File: src/rtl/input_buffer_fifo.sv
// input_buffer_fifo: router input-port flit buffer.
// Stores valid-tagged flits from the link in a DEPTH-entry circular FIFO,
// presents the head flit to the crossbar, pops it on request and returns
// one credit upstream per pop. Overflow of a full buffer sets a sticky flag.
//
// Optional build macro: INPUT_BUFFER_BYPASS_EN
//   When defined, a valid flit arriving at an empty buffer is driven
//   straight to data_o in the same cycle. If it is also popped that cycle,
//   it is consumed without being written.
//
// Ports:
//   clk          rising-edge clock
//   rst          synchronous active-high reset
//   data_i       incoming flit, bit DATA_W = valid, DATA_W-1:0 = payload
//   data_send_i  downstream pop request for the head flit
//   data_o       head flit, valid bit set when non-empty, all zero when empty
//   count_o      current occupancy, 0..DEPTH
//   full_o       occupancy equals DEPTH
//   empty_o      occupancy equals zero
//   credit_o     registered one-cycle pulse following each accepted pop
//   overflow_o   sticky, a valid flit was dropped while full

module input_buffer_fifo #(
    parameter int  DATA_W = 16,
    parameter int  DEPTH  = 4,
    localparam int CNT_W  = $clog2(DEPTH + 1)
) (
    input  logic              clk,
    input  logic              rst,
    input  logic [DATA_W:0]   data_i,
    input  logic              data_send_i,
    output logic [DATA_W:0]   data_o,
    output logic [CNT_W-1:0]  count_o,
    output logic              full_o,
    output logic              empty_o,
    output logic              credit_o,
    output logic              overflow_o
);

    localparam int PTR_W = (DEPTH > 1) ? $clog2(DEPTH) : 1;

    if (DEPTH < 2 || DEPTH > 64 || (DEPTH & (DEPTH - 1)) != 0) begin : g_bad_depth
        $error("input_buffer_fifo: DEPTH must be a power of two in 2..64");
    end

    logic [DATA_W-1:0] mem_q [DEPTH];

    logic [PTR_W-1:0] wr_ptr_q, wr_ptr_d;
    logic [PTR_W-1:0] rd_ptr_q, rd_ptr_d;
    logic [CNT_W-1:0] count_q, count_d;
    logic             credit_q, credit_d;
    logic             overflow_q, overflow_d;

    logic             in_vld;
    logic             full;
    logic             empty;
    logic             pop;
    logic             byp;
    logic             push;
    logic [DATA_W:0]  head;

    assign in_vld = data_i[DATA_W];
    assign full   = (count_q == CNT_W'(DEPTH));
    assign empty  = (count_q == '0);

    // A pop only touches storage when something is stored.
    assign pop = data_send_i & ~empty;

`ifdef INPUT_BUFFER_BYPASS_EN
    // Cut-through: flit consumed in the cycle it arrives, never stored.
    assign byp = empty & in_vld & data_send_i;
`else
    assign byp = 1'b0;
`endif

    // A full buffer still accepts when the head leaves the same cycle.
    assign push = in_vld & (~full | pop) & ~byp;

    assign head = empty ? '0 : {1'b1, mem_q[rd_ptr_q]};

`ifdef INPUT_BUFFER_BYPASS_EN
    assign data_o = (empty & in_vld) ? data_i : head;
`else
    assign data_o = head;
`endif

    always_comb begin
        wr_ptr_d   = wr_ptr_q;
        rd_ptr_d   = rd_ptr_q;
        count_d    = count_q;
        credit_d   = pop | byp;
        overflow_d = overflow_q | (in_vld & full & ~pop);

        if (push) begin
            wr_ptr_d = wr_ptr_q + PTR_W'(1);
        end
        if (pop) begin
            rd_ptr_d = rd_ptr_q + PTR_W'(1);
        end

        case ({push, pop})
            2'b10:   count_d = count_q + CNT_W'(1);
            2'b01:   count_d = count_q - CNT_W'(1);
            default: count_d = count_q;
        endcase
    end

    always_ff @(posedge clk) begin
        if (rst) begin
            wr_ptr_q   <= '0;
            rd_ptr_q   <= '0;
            count_q    <= '0;
            credit_q   <= 1'b0;
            overflow_q <= 1'b0;
        end else begin
            wr_ptr_q   <= wr_ptr_d;
            rd_ptr_q   <= rd_ptr_d;
            count_q    <= count_d;
            credit_q   <= credit_d;
            overflow_q <= overflow_d;
        end
    end

    // Storage is not reset; the valid view comes from count_q.
    always_ff @(posedge clk) begin
        if (!rst && push) begin
            mem_q[wr_ptr_q] <= data_i[DATA_W-1:0];
        end
    end

    assign count_o    = count_q;
    assign full_o     = full;
    assign empty_o    = empty;
    assign credit_o   = credit_q;
    assign overflow_o = overflow_q;

endmodule
File: config.mk
export PLATFORM = sky130hd
export DESIGN_NAME = input_buffer_fifo
export DESIGN_NICKNAME = d
export VERILOG_FILES = /design/src/rtl/input_buffer_fifo.sv
export SDC_FILE = /design/constraint.sdc
export NUM_CORES = 1
export LEC_CHECK = 0
export CORE_MARGIN = 1
export CORE_UTILIZATION = 40
export DETAILED_ROUTE_END_ITERATION = 10
export PLACE_DENSITY = 0.66
export SETUP_SLACK_MARGIN = 0.4
export SLEW_MARGIN = 20
export SYNTH_ARGS = -nofsm -noshare
export SYNTH_HDL_FRONTEND = slang
export SYNTH_SLANG_ARGS = --single-unit
File: constraint.sdc
create_clock -name clk -period 3 [get_ports clk]
set_input_delay 0.3 -clock clk [delete_from_list [all_inputs] [get_ports clk]]
set_output_delay 0.3 -clock clk [all_outputs]
set_load 0.02 [all_outputs]
==> key figures <==
Run status
  • Outcome: completed

Clock network
  • Clock network latency to the later pin of the worst-skew pair: 340 ps
  • Sink Count: 75
  • Root buffer selected by CTS: sky130_fd_sc_hd__clkbuf_8
  • TritonCTS buffer count: 9
  • CTS max path bufs: 2
  • Clock tree from TritonCTS: yes
  • Count of H-tree levels built during CTS: 3
  • Clock-pin transition on the worst setup and hold timing paths: 70 ps

Global route
  • Pin count of the biggest net entering global routing: 17
  • Global-route wire length before repair: 7840 um
  • Total routing usage reported by global routing: 0.145
  • Total congestion overflow after global routing: 0
  • Antenna violations before repair: 0
  • Vias in the first global route: 1603

Yosys
  • Post-synthesis cell type count: 29
  • Share of the synthesized area in the top cell type: 0.636
  • Top post-synthesis cells by count: 64 x sky130_fd_sc_hd__edfxtp_1, 20 x sky130_fd_sc_hd__and2_1, 16 x sky130_fd_sc_hd__mux4_2, 11 x sky130_fd_sc_hd__dfxtp_1, 11 x sky130_fd_sc_hd__nor2_1
  • Top post-synthesis cells by area: sky130_fd_sc_hd__edfxtp_1 64%, sky130_fd_sc_hd__mux4_2 12%, sky130_fd_sc_hd__dfxtp_1 7.3%
  • Total nets after synthesis: 198
  • Most used flip-flop cell after synthesis: sky130_fd_sc_hd__edfxtp_1
  • Area of the mapped netlist: 3020 sq um
  • Count of state elements after synthesis: 75
  • Portion of the post-synthesis area used by sequential elements: 0.709
  • Count of yosys warnings during synthesis: 0
  • Top-count cell post-synth: sky130_fd_sc_hd__edfxtp_1
  • Count of flip-flops with a built-in enable after synthesis: 64
  • Proportion of synthesized flip-flops having asynchronous set or reset: 0
  • Post-synthesis cell count: 173
  • Leading area contributor after synthesis: sky130_fd_sc_hd__edfxtp_1
  • Avg Synthesized Cell Area: 17.5 sq um

STA
  • Post-route minimum period: 2440 ps
  • Slew Limit Headroom: 0.715
  • Aggregate negative setup slack: 0 ps
  • Largest clock skew in the final design: 7.08 ps
  • Number of failing setup endpoints in the final timing report: 0
  • Final max-slew violation count: 0
  • Fin. Hold Viols: 0
  • Setup repair after global routing missed its margin: no
  • Final period utilization: 0.815
  • Slew at the pin closest to its max-slew limit: 426 ps
  • Timing-limited maximum frequency: 0.409 GHz

Finish
  • Number of fillers in the final layout: 635
  • Cell area after layout: 3780 sq um
  • Signed area change from the synthesized netlist to the final layout: 25.3%
  • Final core area utilization: 0.519
  • Ratio of cells with drive above 1 in the final layout: 0.195
  • Post-layout net count: 252
  • Final non-filler cell total: 330
  • Number of antenna diodes: 0

Critical path
  • Category of cells accounting for the largest share of critical-path delay: buffers and inverters
  • Delay of the slowest cell on the worst path: 530 ps
  • Critical R2R Launch: count_o[2]$_SDFFE_PP0P_
  • Crit start category: flip-flop
  • Slack of the worst reg-to-reg path: 900 ps
  • Destination of the worst register-to-register timing path: count_o[2]$_SDFFE_PP0P_
  • Worst endpoint required time: 2700 ps
  • Crit Path Class: reg2out
  • Cell breakdown of the critical path: buf_4 -> mux4_2 -> and2_1 -> clkdlybuf4s50_1
  • Reg2Reg Depth: 8
  • Element type at the critical path end: primary output
  • Slowest stage cell, crit path: sky130_fd_sc_hd__clkdlybuf4s50_1
  • Critical path peak fanout: 7
  • Data arrival, critical path: 2140 ps
  • Number of buffer and inverter stages on the critical path: 2

Routing
  • Remaining antenna violation count: 0
  • DR iter-0 viols: 78
  • Average routed wire per standard cell: 15.0 um
  • Total iterations of the first detailed-routing run: 4
  • DRT Wirelength: 4950 um
  • Count of unresolved DRC violations after routing: 0
  • Via count: 1565
  • Via/cell ratio: 4.74

Power and ir drop
  • Relative contribution of sequential cells to total power: 0.503
  • Switching Share: 0.248
  • Net Sw Power: 595 uW
  • Leakage: 1.25 nW
  • PD cells: 634 nW/um^2
  • Max rail drop VDD: 0.302 mV
  • Gate power share: 0.200
  • Internal Dissipation: 1.80 mW
  • Power share of the clock group: 0.297

Placement
  • Detailed Place HPWL: 3300 um
  • Post-Place Cells: 315
  • Count of input and output buffers: 43
  • Dpl cell area: 3590 sq um
  • Weighted congestion reported at the end of routability-driven placement: 0.737

Floorplanning
  • Total die area: 7900 sq um
  • Number of standard-cell rows in the floorplan: 31
  • Initial core utilization: 0.414
  • CORE AREA: 7290 sq um
  • Height of the chip: 88.9 um
  • Horizontal die dimension: 88.9 um
  • Ports placed on the boundary: 44

Worst hold path
  • Origin of the worst min-delay path: overflow_o$_SDFF_PP0_
  • End of the worst hold path: overflow_o$_SDFF_PP0_
  • Number of instances on the worst hold path: 2
  • Hold/Removal Path Class: reg2reg

Flow run
  • Maximum Capacitance Violations: 0
[per-layer routing]
layer,GRT usage,share of wire
met5,0,0
met3,0.0406,0.035
met2,0.243,0.53
met1,0.169,0.41
met4,0.0836,0.021
[tightest hold or removal path: stages, from the launching register on]
cell and delay [ps]:
sky130_fd_sc_hd__dfxtp_1 350, sky130_fd_sc_hd__a21oi_1 50, sky130_fd_sc_hd__nor2_1 70
[cell families after synthesis]
logic type | count (synthesis) | share of synthesized area
AO/OA/AOI/OAI | 10 | 0.0236
XOR/XNOR | 5 | 0.0145
adder cells (fa/ha/maj) | 5 | 0.0232
buffers and inverters | 15 | 0.0236
AND/OR/NAND/NOR | 46 | 0.0833
flip-flops | 75 | 0.709
multiplexers | 17 | 0.123
[final cells by class]
cell class / instances / area [sq um] / area share
Clock inverter: 6 / 57.6 / 0.0152
Multi-Input combinational cell: 83 / 812 / 0.215
Sequential cell: 75 / 2150 / 0.567
Timing Repair Buffer: 52 / 498 / 0.132
Clock buffer: 9 / 124 / 0.0327
Inverter: 6 / 22.5 / 0.00595
Tap cell: 99 / 124 / 0.0327
[timing repair]
action / in CTS / in global routing
buffers inserted: 0 / 0
gates resized for setup: 2 / 1
hold buffers: 0 / 0
endpoints found under the setup margin: 14 / 8
hold endpoints to repair: 0 / 0
[stage by stage]
| stage | power (mW) | setup slack, ps | hold slack [ps] |
|---|---|---|---|
| global placement | 1.71 | 691 | 470 |
| detailed placement | 1.71 | 687 | 478 |
| finish | 2.40 | 556 | 495 |
| global route | 2.52 | 419 | 506 |
| floorplan | 1.51 | 954 | 399 |
| CTS | 2.43 | 455 | 500 |
[registers in the layout (all words and copies together), names as in the netlist, named ones only]
name / flops
mem_q: 64
rd_ptr_q: 2
wr_ptr_q: 2
overflow_o: 1
count_o: 3
credit_o: 1
[worst max path at each step]
stage                                   end               startpoint  slack (ps)  cells past startpoint
floorplan           count_o[2]$_SDFFE_PP0P_  count_o[2]$_SDFFE_PP0P_         950                      9
global placement                  data_o[8]                flip-flop         690                      4
detailed placement                data_o[3]                flip-flop         690                      4
CTS                               data_o[3]                flip-flop         450                      4
global route                      data_o[3]                flip-flop         420                      4
finish                            data_o[3]                flip-flop         560                      4
[power groups by stage]
stage               clock network, mW  registers (mW)  logic [mW]
floorplan                           0            1.22       0.286
global placement                    0            1.23       0.481
detailed placement                  0            1.23       0.484
CTS                             0.733            1.21       0.489
global route                    0.779            1.21       0.525
finish                          0.712            1.21       0.480
[placed cells by master (no fill, tap or decap), types with 2 or more instances in the layout]
| cell | instances |
|---|---|
| sky130_fd_sc_hd__and2_1 | 20 |
| sky130_fd_sc_hd__nor2_1 | 11 |
| sky130_fd_sc_hd__ha_1 | 4 |
| sky130_fd_sc_hd__or2_2 | 2 |
| sky130_fd_sc_hd__clkdlybuf4s50_1 | 43 |
| sky130_fd_sc_hd__o21ai_0 | 2 |
| sky130_fd_sc_hd__edfxtp_1 | 64 |
| sky130_fd_sc_hd__clkbuf_8 | 9 |
| sky130_fd_sc_hd__xnor2_1 | 3 |
| sky130_fd_sc_hd__xor2_1 | 2 |
| sky130_fd_sc_hd__clkinv_2 | 3 |
| sky130_fd_sc_hd__nand2_1 | 4 |
| sky130_fd_sc_hd__buf_4 | 9 |
| sky130_fd_sc_hd__dfxtp_1 | 10 |
| sky130_fd_sc_hd__nor2b_1 | 2 |
| sky130_fd_sc_hd__inv_1 | 6 |
| sky130_fd_sc_hd__nand3_1 | 3 |
| sky130_fd_sc_hd__a21oi_1 | 3 |
| sky130_fd_sc_hd__mux4_2 | 16 |
No activity file was read; power rests on OpenSTA's default activity.
